`src/rtl/dec_pkg.sv`:
```
// Shared types and helpers for the N-to-2^N one-hot decoder with self-test.
package dec_pkg;

  typedef enum logic [1:0] {IDLE, SWEEP, DONE} state_t;

  localparam int unsigned MAX_N       = 8;
  localparam int unsigned MAX_W       = 1 << MAX_N;
  localparam int unsigned FAULT_CNT_W = 8;

  function automatic logic [MAX_W-1:0] onehot(input logic [MAX_N-1:0] code, input logic en);
    logic [MAX_W-1:0] w;
    w = '0;
    if (en) w[code] = 1'b1;
    return w;
  endfunction

  function automatic longint unsigned fault_cnt_sat(input int unsigned cw);
    return (64'd1 << cw) - 64'd1;
  endfunction

endpackage

```
`src/rtl/dec_onehot_chk.sv`:
```
// On-line checker: flags registered words that differ from the ideal decode.
module dec_onehot_chk import dec_pkg::*; #(
  parameter int unsigned N  = 4,
  parameter int unsigned CW = 8
) (
  input  logic              clk,
  input  logic              rst_n,
  input  logic              i_load,
  input  logic [(1<<N)-1:0] i_word,
  input  logic [(1<<N)-1:0] i_ideal,
  input  logic [N-1:0]      i_code,
  input  logic              i_clr,
  output logic              o_fault,
  output logic [N-1:0]      o_fault_code,
  output logic [CW-1:0]     o_fault_cnt
);

  localparam logic [CW-1:0] SAT = CW'(fault_cnt_sat(CW));

  logic          r_fault;
  logic [N-1:0]  r_code;
  logic [CW-1:0] r_cnt;
  logic          w_mis;
  logic          w_fault_base;
  logic [CW-1:0] w_cnt_base;

  // Clear is folded into the base values so a same-cycle mismatch starts from a clean slate.
  always_comb begin
    w_mis        = i_load && (i_word != i_ideal);
    w_fault_base = i_clr ? 1'b0 : r_fault;
    w_cnt_base   = i_clr ? '0 : r_cnt;
  end

  always_ff @(posedge clk or negedge rst_n) begin
    if (!rst_n) begin
      r_fault <= 1'b0;
      r_code  <= '0;
      r_cnt   <= '0;
    end else if (w_mis) begin
      r_fault <= 1'b1;
      if (!w_fault_base) r_code <= i_code;
      r_cnt   <= (w_cnt_base != SAT) ? w_cnt_base + CW'(1) : w_cnt_base;
    end else if (i_clr) begin
      r_fault <= 1'b0;
      r_code  <= '0;
      r_cnt   <= '0;
    end
  end

  assign o_fault      = r_fault;
  assign o_fault_code = r_code;
  assign o_fault_cnt  = r_cnt;

endmodule

```
`src/rtl/dec_nx_bist.sv`:
```
// Registered N-to-2^N one-hot decoder with valid/ready input and a self-test sweep.
module dec_nx_bist import dec_pkg::*; #(
  parameter int unsigned N  = 4,
  parameter int unsigned CW = FAULT_CNT_W
) (
  input  logic              clk,
  input  logic              rst_n,
  input  logic              en,
  input  logic              mode,
  input  logic              start,
  input  logic [N-1:0]      A,
  input  logic              in_valid,
  output logic              in_ready,
  input  logic [(1<<N)-1:0] fi_mask,
  input  logic              clr_fault,
  output logic [(1<<N)-1:0] D,
  output logic              d_valid,
  output logic              busy,
  output logic              done,
  output logic              fault,
  output logic [N-1:0]      fault_code,
  output logic [CW-1:0]     fault_cnt
);

  localparam int unsigned W = 1 << N;

  state_t       r_state, w_state_nxt;
  logic [N-1:0] r_ctr, w_ctr_nxt, w_code;
  logic         w_issue;
  logic [W-1:0] w_ideal, w_word, r_d;
  logic         r_dvalid;

  always_comb begin
    w_state_nxt = r_state;
    w_ctr_nxt   = r_ctr;
    w_code      = A;
    w_issue     = 1'b0;
    in_ready    = 1'b0;
    unique case (r_state)
      IDLE: begin
        in_ready = ~mode;
        w_issue  = in_valid & ~mode;
        if (start && mode) begin
          w_state_nxt = SWEEP;
          w_ctr_nxt   = '0;
        end
      end
      SWEEP: begin
        w_issue = 1'b1;
        w_code  = r_ctr;
        if (r_ctr == '1) w_state_nxt = DONE;
        else             w_ctr_nxt   = r_ctr + N'(1);
      end
      DONE:    w_state_nxt = IDLE;
      default: w_state_nxt = IDLE;
    endcase
  end

  always_comb begin
    w_ideal = W'(onehot(MAX_N'(w_code), en));
    w_word  = w_ideal ^ fi_mask;
  end

  always_ff @(posedge clk or negedge rst_n) begin
    if (!rst_n) begin
      r_state  <= IDLE;
      r_ctr    <= '0;
      r_d      <= '0;
      r_dvalid <= 1'b0;
    end else begin
      r_state  <= w_state_nxt;
      r_ctr    <= w_ctr_nxt;
      r_dvalid <= w_issue;
      if (w_issue) r_d <= w_word;
    end
  end

  dec_onehot_chk #(.N(N), .CW(CW)) u_chk (
    .clk          (clk),
    .rst_n        (rst_n),
    .i_load       (w_issue),
    .i_word       (w_word),
    .i_ideal      (w_ideal),
    .i_code       (w_code),
    .i_clr        (clr_fault),
    .o_fault      (fault),
    .o_fault_code (fault_code),
    .o_fault_cnt  (fault_cnt)
  );

  assign D       = r_d;
  assign d_valid = r_dvalid;
  assign busy    = (r_state == SWEEP);
  assign done    = (r_state == DONE);

endmodule

```
`config.mk`:
```
export PLATFORM = sky130hd
export DESIGN_NAME = dec_nx_bist
export DESIGN_NICKNAME = d
export VERILOG_FILES = /design/src/rtl/dec_pkg.sv /design/src/rtl/dec_onehot_chk.sv /design/src/rtl/dec_nx_bist.sv
export SDC_FILE = /design/constraint.sdc
export NUM_CORES = 1
export LEC_CHECK = 0
export BUFFER_PORTS_ARGS = -buffer_cell sky130_fd_sc_hd__buf_2
export CAP_MARGIN = 30
export CORE_MARGIN = 2
export CORE_UTILIZATION = 50
export DETAILED_ROUTE_END_ITERATION = 8
export HOLD_SLACK_MARGIN = 0.02
export PLACE_DENSITY_LB_ADDON = 0.05
export SLEW_MARGIN = 40
export SYNTH_ARGS = -nofsm -noshare
export SYNTH_HDL_FRONTEND = slang
export SYNTH_SLANG_ARGS = --single-unit
```
`constraint.sdc`:
```
create_clock -name clk -period 2.8 [get_ports clk]
set_clock_uncertainty 0.2 [all_clocks]
set_input_delay 0.28 -clock clk [delete_from_list [all_inputs] [get_ports clk]]
set_output_delay 0.28 -clock clk [all_outputs]
set_load 0.05 [all_outputs]
```
### After elaboration in Yosys (flattened, before gate mapping)

Index checks and enable logic that the tools add are counted.

| cells by class | value |
|---|---|
| div/mod/pow operators | 0 |
| eq/ne operators | 9 |
| bitwise logic cells | 3 |
| multiplexer cells | 20 |
| $lt $le $gt $ge | 2 |
| multipliers | 0 |
| shift operators | 0 |
| reductions and logical operators | 9 |
| add/subtract/negate cells | 2 |

Operator list:

| operator | number |
|---|---|
| $mux W4 | 6 |
| $mux W8 | 3 |
| $mux W16 | 1 |
| $ne A16 B16 Y1 | 1 |
| $xor A16 B16 Y16 | 1 |
| $lt A4 B9 Y1 const B | 1 |
| $add A8 B1 Y8 const B | 1 |
| $ne A8 B8 Y1 const B | 1 |
| $pmux W4 S2 | 1 |
| $ne A2 B2 Y1 const B | 3 |
| $add A4 B1 Y4 const B | 1 |
| $demux W1 S4 | 1 |
| $eq A4 B4 Y1 const B | 1 |
| $ge A4 B1 Y1 const B | 1 |
| $mux W1 | 4 |
| $mux W2 | 2 |
| $pmux W2 S2 | 1 |
| $reduce_and A2 Y1 | 2 |
| $reduce_bool A2 Y1 | 2 |
| $logic_and A1 B1 Y1 | 3 |
| $reduce_and A3 Y1 | 1 |
| $eq A2 B1 Y1 const B | 1 |
| $eq A2 B2 Y1 const B | 1 |
| $logic_not A2 Y1 | 1 |
| 4 further kinds | 4 |

| storage, ports and cells | value |
|---|---|
| memories kept | 0 |
| RAM bits | 0 |
| output and inout port bits | 33 |
| latch bits | 0 |
| bits in registers | 36 |
| ROM bits | 0 |
| bits of input ports | 27 |

### Longest topological paths before layout

| logic depth | value |
|---|---|
| word-level depth | 12 |
| gate-level depth with buffers | 7 |
| depth with buffers taken out | 5 |

### By module

From an unflattened synthesis, not the netlist that was laid out.

| unflattened totals | value |
|---|---|
| cell total of the unflattened synthesis | 238 |
| area, all modules | 2,387.3 um^2 |

By module, submodules not included:

| module | seq. area each (um^2) | area each (um^2) | cells an instance | instances |
|---|---|---|---|---|
| dec_nx_bist | 575.6 | 1,551.5 | 158 | 1 |
| dec_onehot_chk | 325.3 | 835.8 | 80 | 1 |

### Worst setup path after synthesis

No wires, ideal clock.

| timing path | value |
|---|---|
| path kind | reg2out |
| from | register r_state[0] |
| to | output in_ready |
| buffers on the path | 1 |
| data arrival time | 1.657 ns |
| path slack | 0.663 ns |
| cell stages (with the launch flop) | 3 |
| required time | 2.320 ns |
| cells stage by stage | dfrtp_1 > buf_4 > nor3_1 |

| on the way | value |
|---|---|
| longest elaborated chain between the ends | 2 |

Ends and longest elaborated chain:

| element | line | text |
|---|---|---|
| start, declared | dec_nx_bist.sv:27 | `state_t r_state, w_state_nxt;` |
| start signal, assigned | dec_nx_bist.sv:71 | `r_state <= w_state_nxt;` |
| $logic_not A2 Y1 | dec_nx_bist.sv:39 | `unique case (r_state)` |
| $mux W1 | dec_nx_bist.sv:39 |  |
| end, declared | dec_nx_bist.sv:13 | `output logic in_ready,` |

Every way passes these cells.

### Final worst setup path

| timing path | value |
|---|---|
| from | register r_state[1] |
| to | output busy |

| on the way | value |
|---|---|
| longest elaborated chain between the ends | 1 |

Ends and longest elaborated chain:

| element | line | text |
|---|---|---|
| $eq A2 B1 Y1 | dec_nx_bist.sv:93 | `assign busy = (r_state == SWEEP);` |
| end, declared | dec_nx_bist.sv:18 | `output logic busy,` |

Every way passes these cells.

==> impl_metrics.ini <==
[final_layout]
nNetsFinal = 301
drive_above_1_share = 0.310
syn_to_final_growth_pct = 18.7
diodes = 0

[timing]
tightest_slew_ns = 0.742
fmax_mhz = 430
hold_slack_ns = 0.0625
fin_crit_ns = 2.32
setup_violations = 0
tns_ns = 0
finalHoldViolCount = 0
relSlewSlack = 0.505
period_share = 0.830
rsz0062_at_grt = no
slew_viol_final = 0

[place]
gp_congestion = 0.829
place.detailed.hpwl_um = 3670
port_buffers = 59

[yosys]
ys.flop_type = dfrtp_1
post-synth-top-count-cell = dfrtp_1
synth_top_area_cell = dfrtp_1
synth.top_cell.area_share = 0.424
async_flop_share = 1.00
synth_cell_type_count = 47
synth_edf_count = 0
ys_seq_elements = 36
avgSynthCellArea_um2 = 9.75
synthTopCellsByCount = dfrtp_1, nor2_1, a31oi_1
synthesis.area_um2 = 2130
synth_area_leaders = dfrtp_1, a31oi_1, o31ai_1, or4_1, nor2_1
syn_inst = 218
yosysWarnings = 0
syn-num-nets = 246
seq_area_frac_synth = 0.424

[hold_path]
hold_path.class = input port to flop
min_from = fi_mask[4]

[outcome]
status = completed

[pwr]
clkPwrFrac = 0.135
switchingPower_uw = 1520
powerDensity_nw_per_um2 = 1140
pwr-share-seq = 0.316
p_leak_uw = 0.00116
cell_internal_pwr_uw = 1350
max-vdd-ir-drop_mv = 0.788
combPwrFrac = 0.549
p_sw_frac = 0.531

[clock_tree]
numCtsBuffers = 5
cts_buffer_depth = 2
htreeDepth = 2
cts_sinks = 36
cts_tree = done
insertion_delay_ns = 0.29
cts_resized = 0
clk_pin_slew_ns = 0.08
cts_root_buf = clkbuf_8

[grt]
use_met3 = 0.0422
grt_max_degree = 40
grt.busiest_layer = met2
gr-total-overflow = 0
grt_first_pass_wirelength_um = 8450
met1_usage = 0.300
grt_pass1_vias = 1724
antenna_found_initial = 0
grt_use_total = 0.219
met2_usage = 0.347

[detailed_routing]
wirelength_um = 5060
vias_per_cell = 5.94
dr.first_iter.drc_count = 132
drt_pass1_iterations = 4
drc_errors = 0
wl_per_cell_um = 15.6
ant_nets = 0
via_count = 1925

[floorplan]
io_pins = 60
die_h_um = 69.2
chipWidth_um = 69.2
core_um2 = 4060
start_util = 0.524
num_rows = 23
die_area_um2 = 4790

[worst_setup_path]
cp-end-kind = output pin
path_max_fanout = 14
crit_arrival_ns = 1.84
crit_required_ns = 2.32
r2r-start = r_state[1]
cp-start-kind = flop
crit_start = r_state[1]
path_class = flop to output pin

[run]
maxCapViolCount = 0
-- stage by stage --
| step | cell area [µm²] | power [µW] | worst slack (ns) | instances | util |
|---|---|---|---|---|---|
| floorplan | 2130 | 2130 | 0.663 | 218 | - |
| global placement | 2420 | 2470 | 0.589 | 315 | 0.596 |
| detailed placement | 2420 | 2490 | 0.528 | 315 | 0.596 |
| CTS | 2520 | 2890 | 0.506 | 324 | 0.621 |
| global route | 2520 | 3040 | 0.385 | 324 | 0.622 |
| finish | 2520 | 2870 | 0.476 | 324 | 0.622 |
-- area by class of cell --
type	count	area, µm²
Clock buffer	6	82.6
Clock inverter	2	10.0
Fill cell	360	1540
Inverter	13	48.8
Multi-Input combinational cell	156	1100
Sequential cell	36	901
Tap cell	50	62.6
Timing Repair Buffer	61	315
-- sequential cells by signal (all words and copies together) (netlist names) --
signal and flops:
D 16, u_chk.o_fault_cnt 8, r_ctr 4, u_chk.o_fault_code 4, r_state 2, d_valid 1
u_chk.o_fault 1
-- path summary, 6_finish.rpt --
check	to	slack, ns	cells after the start
max	busy	0.48	3
min	D[4]	0.06	3
max reg2reg	D[15]	0.50	4
min reg2reg	u_chk.o_fault_code[1]	0.30	1
max in group asynchronous	r_ctr[1]	1.79	2
min in group asynchronous	D[10]	0.27	2
-- per-layer routing --
| layer | vias to the layer above | share of wire |
|---|---|---|
| met5 | - | 0 |
| met4 | 0 | 0.015 |
| met3 | 9 | 0.043 |
| met2 | 51 | 0.46 |
| met1 | 908 | 0.48 |
| li1 | 957 | - |
-- kinds of logic after synthesis --
logic type | after synthesis | synth area share
buf+inv | 26 | 0.0577
flops | 36 | 0.424
compound gates | 66 | 0.232
simple gates | 83 | 0.248
mux | 6 | 0.0324
fa+ha+maj | 1 | 0.00588
-- cell usage in the layout, fill, tap and decap left out, types with 2 or more instances in the layout --
cell type   n
nor2b_1     2
o2bb2ai_1   4
o31ai_1    16
nand4b_1    2
a21o_1      2
a31oi_1    21
buf_2      58
nand3_1     4
and3_1      3
clkinv_2    2
a21oi_1     5
dfrtp_1    36
mux2_2      3
nor2_1     25
nor4b_4     2
buf_4       2
inv_1      12
clkbuf_8    6
or4_1      16
and4bb_2    2
nand2_1    10
and4_1      3
o21ai_0     4
nor4_1      5
mux2i_1     2
a31oi_2     5
-- power by group through the flow --
stage | clock network (µW) | logic [µW] | registers, µW
2_1_floorplan | 0 | 650 | 1480
6_report | 386 | 1580 | 907
3_3_place_gp | 0 | 1570 | 906
4_1_cts | 396 | 1580 | 909
3_5_place_dp | 0 | 1580 | 917
5_1_grt | 421 | 1680 | 941
-- worst max-delay path, stage by stage (launching register included) --
cell and delay (ns):
dfrtp_1 0.66, nand2b_4 0.34, clkinv_1 0.26, buf_2 0.29
-- what timing repair did --
action	in CTS	in global routing
buffers inserted	0	0
endpoints found under the hold margin	36	0
hold buffers	1	0
setup endpoints to repair	0	0
Note: power is estimated with default switching activity, not from simulation.
